$ cat config.mk
export PLATFORM = sky130hd
export DESIGN_NAME = tournament_br_predictor
export DESIGN_NICKNAME = d
export VERILOG_FILES = /design/src/rtl/tournament_br_predictor_pkg.sv /design/src/rtl/tournament_br_predictor_counter_table.sv /design/src/rtl/tournament_br_predictor.sv
export SDC_FILE = /design/constraint.sdc
export NUM_CORES = 2
export LEC_CHECK = 0
export ABC_AREA = 1
export CAP_MARGIN = 40
export CORE_UTILIZATION = 40
export CTS_BUF_LIST = sky130_fd_sc_hd__clkbuf_16
export CTS_CLUSTER_DIAMETER = 200
export DETAILED_ROUTE_END_ITERATION = 8
export PLACE_DENSITY = 0.58
export SLEW_MARGIN = 0
export SYNTH_ARGS = -nofsm -noshare
export SYNTH_HDL_FRONTEND = slang
export SYNTH_HIERARCHICAL = 1
export SYNTH_SLANG_ARGS = --single-unit
$ cat constraint.sdc
create_clock -name clk -period 8.2 [get_ports clk]
set_clock_uncertainty 0.1 [all_clocks]
set_input_delay 0.82 -clock clk [delete_from_list [all_inputs] [get_ports clk]]
set_output_delay 0.82 -clock clk [all_outputs]
set_load 0.02 [all_outputs]
$ cat src/rtl/tournament_br_predictor_pkg.sv
// -----------------------------------------------------------------------------
// tournament_br_predictor_pkg
// Shared types and default parameters for the tournament branch predictor.
//   - default table/counter/history sizes used as parameter defaults
//   - br_pred / tn_predictor encodings for the 2-bit default counters
//   - br_pred_info_t: per-branch prediction info carried down the pipeline
// -----------------------------------------------------------------------------
package tournament_br_predictor_pkg;

    localparam int BR_LC_IDX_BITS = 6;
    localparam int BR_GL_IDX_BITS = 8;
    localparam int BR_CTR_WIDTH   = 2;
    localparam int BR_SEL_WIDTH   = 2;

    // 2-bit direction counter encoding; MSB is the predicted direction.
    typedef enum logic [1:0] {
        strongly_not_taken = 2'b00,
        weakly_not_taken   = 2'b01,
        weakly_taken       = 2'b10,
        strongly_taken     = 2'b11
    } br_pred;

    // 2-bit chooser encoding; MSB = 1 selects the global (gshare) table.
    typedef enum logic [1:0] {
        use_lc_predictor_1 = 2'b00,
        use_lc_predictor_2 = 2'b01,
        use_gl_predictor_2 = 2'b10,
        use_gl_predictor_1 = 2'b11
    } tn_predictor;

    typedef struct packed {
        logic                      taken;
        logic                      lc_dir;
        logic                      gl_dir;
        logic [BR_GL_IDX_BITS-1:0] ghr;
    } br_pred_info_t;

endpackage

$ cat src/rtl/tournament_br_predictor_counter_table.sv
// -----------------------------------------------------------------------------
// br_counter_table
// Flop array of saturating up/down counters, one combinational read port and
// one write port that nudges the addressed counter up or down by one.
// Ports:
//   clk, rst        clock, synchronous active-high reset (all entries -> RST_VAL)
//   rd_idx, rd_ctr  combinational read
//   wr_en, wr_idx   update enable and address
//   wr_up           1 = increment, 0 = decrement (both saturate)
// -----------------------------------------------------------------------------
module br_counter_table #(
    parameter int                 IDX_BITS = 6,
    parameter int                 WIDTH    = 2,
    parameter logic [WIDTH-1:0]   RST_VAL  = '0
) (
    input  logic                clk,
    input  logic                rst,
    input  logic [IDX_BITS-1:0] rd_idx,
    output logic [WIDTH-1:0]    rd_ctr,
    input  logic                wr_en,
    input  logic [IDX_BITS-1:0] wr_idx,
    input  logic                wr_up
);

    localparam int               DEPTH   = 2 ** IDX_BITS;
    localparam logic [WIDTH-1:0] CTR_MAX = '1;
    localparam logic [WIDTH-1:0] CTR_MIN = '0;
    localparam logic [WIDTH-1:0] CTR_ONE = WIDTH'(1);

    logic [WIDTH-1:0] ctr_q [DEPTH];
    logic [WIDTH-1:0] wr_old;

    // No bypass: a same-cycle read of the written entry sees the old value.
    assign rd_ctr = ctr_q[rd_idx];
    assign wr_old = ctr_q[wr_idx];

    always_ff @(posedge clk) begin
        if (rst) begin
            for (int i = 0; i < DEPTH; i++) begin
                ctr_q[i] <= RST_VAL;
            end
        end else if (wr_en) begin
            if (wr_up) begin
                if (wr_old != CTR_MAX) ctr_q[wr_idx] <= wr_old + CTR_ONE;
            end else begin
                if (wr_old != CTR_MIN) ctr_q[wr_idx] <= wr_old - CTR_ONE;
            end
        end
    end

endmodule

$ cat src/rtl/tournament_br_predictor.sv
// -----------------------------------------------------------------------------
// tournament_br_predictor
// Tournament predictor: PC-indexed bimodal table, gshare table and PC-indexed
// chooser. Prediction is combinational from pred_pc; training on upd_valid.
// Ports:
//   clk, rst                       clock, synchronous active-high reset
//   pred_valid, pred_pc            fetch-side branch qualifier and PC
//   pred_taken                     final direction
//   pred_lc_dir, pred_gl_dir       per-table directions (carry to update port)
//   pred_ghr                       history snapshot used (carry to update port)
//   upd_valid, upd_pc, upd_taken   resolved branch
//   upd_lc_dir, upd_gl_dir, upd_ghr  prediction-time info of that branch
//   upd_mispredict                 final prediction was wrong
// Build option: define BR_PRED_SPEC_GHR_EN for a speculative GHR that shifts
// at prediction and is repaired on mispredict; default updates the GHR only
// at resolve time.
// -----------------------------------------------------------------------------
module tournament_br_predictor
    import tournament_br_predictor_pkg::*;
#(
    parameter int LC_IDX_BITS = BR_LC_IDX_BITS,
    parameter int GL_IDX_BITS = BR_GL_IDX_BITS,
    parameter int CTR_WIDTH   = BR_CTR_WIDTH,
    parameter int SEL_WIDTH   = BR_SEL_WIDTH
) (
    input  logic                   clk,
    input  logic                   rst,
    input  logic                   pred_valid,
    input  logic [31:0]            pred_pc,
    output logic                   pred_taken,
    output logic                   pred_lc_dir,
    output logic                   pred_gl_dir,
    output logic [GL_IDX_BITS-1:0] pred_ghr,
    input  logic                   upd_valid,
    input  logic [31:0]            upd_pc,
    input  logic                   upd_taken,
    input  logic                   upd_lc_dir,
    input  logic                   upd_gl_dir,
    input  logic [GL_IDX_BITS-1:0] upd_ghr,
    input  logic                   upd_mispredict
);

    // Weakly-not-taken / weakly-use-local: 0 followed by all ones.
    localparam logic [CTR_WIDTH-1:0] CTR_RST = {1'b0, {(CTR_WIDTH-1){1'b1}}};
    localparam logic [SEL_WIDTH-1:0] SEL_RST = {1'b0, {(SEL_WIDTH-1){1'b1}}};

    logic [GL_IDX_BITS-1:0] ghr_q;

    logic [LC_IDX_BITS-1:0] pred_lc_idx;
    logic [GL_IDX_BITS-1:0] pred_gl_idx;
    logic [LC_IDX_BITS-1:0] upd_lc_idx;
    logic [GL_IDX_BITS-1:0] upd_gl_idx;

    logic [CTR_WIDTH-1:0]   lc_ctr;
    logic [CTR_WIDTH-1:0]   gl_ctr;
    logic [SEL_WIDTH-1:0]   sel_ctr;

    logic                   sel_wr_en;
    logic                   sel_wr_up;

    assign pred_lc_idx = pred_pc[LC_IDX_BITS+1:2];
    assign pred_gl_idx = pred_pc[GL_IDX_BITS+1:2] ^ ghr_q;
    assign upd_lc_idx  = upd_pc[LC_IDX_BITS+1:2];
    assign upd_gl_idx  = upd_pc[GL_IDX_BITS+1:2] ^ upd_ghr;

    // Chooser only learns when the two tables disagreed; it moves toward
    // whichever table was right.
    assign sel_wr_en = upd_valid && (upd_lc_dir != upd_gl_dir);
    assign sel_wr_up = (upd_gl_dir == upd_taken);

    br_counter_table #(
        .IDX_BITS (LC_IDX_BITS),
        .WIDTH    (CTR_WIDTH),
        .RST_VAL  (CTR_RST)
    ) u_lc_table (
        .clk    (clk),
        .rst    (rst),
        .rd_idx (pred_lc_idx),
        .rd_ctr (lc_ctr),
        .wr_en  (upd_valid),
        .wr_idx (upd_lc_idx),
        .wr_up  (upd_taken)
    );

    br_counter_table #(
        .IDX_BITS (GL_IDX_BITS),
        .WIDTH    (CTR_WIDTH),
        .RST_VAL  (CTR_RST)
    ) u_gl_table (
        .clk    (clk),
        .rst    (rst),
        .rd_idx (pred_gl_idx),
        .rd_ctr (gl_ctr),
        .wr_en  (upd_valid),
        .wr_idx (upd_gl_idx),
        .wr_up  (upd_taken)
    );

    br_counter_table #(
        .IDX_BITS (LC_IDX_BITS),
        .WIDTH    (SEL_WIDTH),
        .RST_VAL  (SEL_RST)
    ) u_sel_table (
        .clk    (clk),
        .rst    (rst),
        .rd_idx (pred_lc_idx),
        .rd_ctr (sel_ctr),
        .wr_en  (sel_wr_en),
        .wr_idx (upd_lc_idx),
        .wr_up  (sel_wr_up)
    );

    assign pred_lc_dir = lc_ctr[CTR_WIDTH-1];
    assign pred_gl_dir = gl_ctr[CTR_WIDTH-1];
    assign pred_taken  = sel_ctr[SEL_WIDTH-1] ? pred_gl_dir : pred_lc_dir;
    assign pred_ghr    = ghr_q;

`ifdef BR_PRED_SPEC_GHR_EN
    // Repair from the mispredicted branch's snapshot wins over a new shift.
    always_ff @(posedge clk) begin
        if (rst) begin
            ghr_q <= '0;
        end else if (upd_valid && upd_mispredict) begin
            ghr_q <= {upd_ghr[GL_IDX_BITS-2:0], upd_taken};
        end else if (pred_valid) begin
            ghr_q <= {ghr_q[GL_IDX_BITS-2:0], pred_taken};
        end
    end

    logic unused_ok;
    assign unused_ok = ^{pred_pc, upd_pc};
`else
    always_ff @(posedge clk) begin
        if (rst) begin
            ghr_q <= '0;
        end else if (upd_valid) begin
            ghr_q <= {ghr_q[GL_IDX_BITS-2:0], upd_taken};
        end
    end

    logic unused_ok;
    assign unused_ok = ^{pred_pc, upd_pc, pred_valid, upd_mispredict};
`endif

endmodule

==> results.cfg <==
[sta]
period_minus_slack_ns = 5.98
max_freq_ghz = 0.167
slew_headroom_pct = 40.4
tns_ns = 0
finalMaxSlewViolations = 0
tightestPinTransition_ns = 0.894
whs_ns = 0.409
finalHoldViolCount = 0
fin_crit_sh_pct = 72.9
finalSetupViolations = 0
rsz0062_at_grt = no

[cts]
cts_resized = 0
cts_sinks = 776
htreeDepth = 3
clockBufferDepth = 3
cts_tree = yes
cts_root_buf = clkbuf_16
clk_pin_slew_worst_paths_ns = 0.06
cts_buffers = 86
clk_latency_ns = 0.66
ctsHoldBuffers = 0
post_cts_buffers = 0

[drt]
post-route-drc-count = 0
vias_per_cell = 5.49
drt_first_pass_iters = 7
ant_nets = 0
finalWirelength_um = 148000
num_vias = 41100
wl_per_cell_um = 19.8
drt-initial-drc-count = 4420

[layout]
area_growth_pct = 8.81
fill_cells = 11200
postLayoutCoreUtil_pct = 44.0
final_nets = 5998
final_area_mm2 = 0.0498
stdcell_count = 7484
drive_gt1_share_pct = 4.71

[synth]
synth_cells = 6224
syn_area_per_cell_um2 = 7.35
synth_nets = 6304
syn_area_mm2 = 0.0457
ys_warn_count = 6

[worst_setup_path]
crit_top_cell = o21ai_0
critical_path_class = primary input to output pin
r2r-end = u_gl_table/ctr_q[25][1]
start_kind = primary input
max_stage_delay_ns = 0.67
worst-path-max-fanout = 39
crit_path_top_delay_cell = buf_4
r2r_start = u_gl_table/ctr_q[111][0]
r2r_cells = 21
required_ns = 7.28
path_cells = buf_2 -> xor2_4 -> buf_4 -> buf_4 -> o21ai_0 -> o22ai_1 -> o21ai_0 -> o21ai_0 -> o21ai_0 -> o211ai_1 -> o211ai_1 -> nand2_1 -> nand2_1 -> o21ai_0 -> clkdlybuf4s50_1
worst_setup_path_end_kind = output pin
r2r_slack_ns = 3.88
cp.arrival_ns = 5.06

[placement]
hpwl_um = 85900
io_buffers = 40
dp.cells = 7330
place.gp.congestion = 0.848
dpl_cell_area_mm2 = 0.0470

[global_routing]
grt_max_degree = 144
grt_pass1_wl_um = 226000
antenna_found_initial = 6
globalRouteOverflowTotal = 0
first_global_vias = 38500
grt_usage_pct = 25.3

[die]
start_util_pct = 40.5
dieWidth_um = 340
placementRows = 123
fp.dieArea_mm2 = 0.116
die_y_um = 340
core_mm2 = 0.113
io_pins = 91

[pwr]
p_switching_mw = 3.41
p_int_mw = 7.14
combinationalPowerShare_pct = 21.4
power_frac_seq_pct = 42.4
p_leak_nw = 19.9
p_sw_share_pct = 32.3
ir_drop_mv = 0.218
clkPwrFrac_pct = 36.3
p_per_area_mw_per_mm2 = 212

[run]
maxCapViolCount = 0

[hold_path]
min_path_cells = 2
whs_endpoint = pred_ghr[7]
hold_path_class = register to register
worst_hold_startpoint = pred_ghr[7]

[status]
status = complete, no violations
-- area by class of cell --
type                       count  area [um^2]  share of cell area (%)
antenna                        3         7.51                  0.0151
clock buffer                  90         2250                    4.53
clock inverter                61          477                   0.958
inverter                     201          777                    1.56
multi-input combinational   4718        19500                    39.2
sequential                   776        23200                    46.7
tap                         1500         1880                    3.77
timing repair buffer         135         1620                    3.25
-- through the flow --
step	total power, mW	setup WS (ns)
3_5_place_dp	6.77	1.70
5_1_grt	10.9	1.93
6_report	10.6	2.22
3_3_place_gp	6.68	1.69
4_1_cts	10.6	2.29
2_1_floorplan	5.96	4.25
-- flip-flops by register name, indices dropped and copies added, names as in the netlist --
name,flops
pred_ghr,8
u_sel_table/ctr_q,128
u_lc_table/ctr_q,128
u_gl_table/ctr_q,512
-- routing by layer --
metal | GRT usage, % | wire (um)
met1 | 34.2 | 61700
met2 | 40.6 | 66900
met3 | 4.14 | 14400
met4 | 9.71 | 5350
met5 | 0 | 30
-- power by group through the flow --
| stage | sequential (mW) | combinational [mW] | clock [mW] |
|---|---|---|---|
| finish | 4.47 | 2.25 | 3.83 |
| global route | 4.48 | 2.42 | 4.02 |
| CTS | 4.47 | 2.22 | 3.88 |
| detailed placement | 4.56 | 2.21 | 0 |
| global placement | 4.55 | 2.13 | 0 |
| floorplan | 4.54 | 1.42 | 0 |
-- critical path: cells and delay by family --
family | cells | cell delay, ns
compound gates | 8 | 1.50
xor+xnor | 1 | 0.16
buf+inv | 4 | 2.15
simple gates | 2 | 0.36
-- how the worst max path moves through the flow --
stage | from | to | slack (ns)
after floorplan | pred_pc[2] | pred_taken | 4.25
after global placement | upd_pc[5] | u_gl_table/ctr_q[29][0] | 1.69
after detailed placement | upd_pc[5] | u_gl_table/ctr_q[25][0] | 1.70
after CTS | pred_pc[3] | pred_taken | 2.29
after global routing | upd_pc[5] | u_gl_table/ctr_q[25][0] | 1.93
final | pred_pc[3] | pred_taken | 2.22
-- cells in the final DEF (no fill, tap or decap), types with 9 or more instances in the layout --
master           count
a21oi_1             25
buf_12              21
buf_16              13
buf_4               61
clkbuf_16           90
clkdlybuf4s50_1     35
clkinv_1            26
clkinv_2             9
edfxtp_1           768
inv_1              198
inv_2               11
nand2_1           2602
nand2_2             29
nand3_1            461
nor2_1            1065
nor3_1              20
o211ai_1            14
o21ai_0            331
o21ai_1             31
o22ai_1             82
xor2_1              10
(Power assumes the default switching activity.)
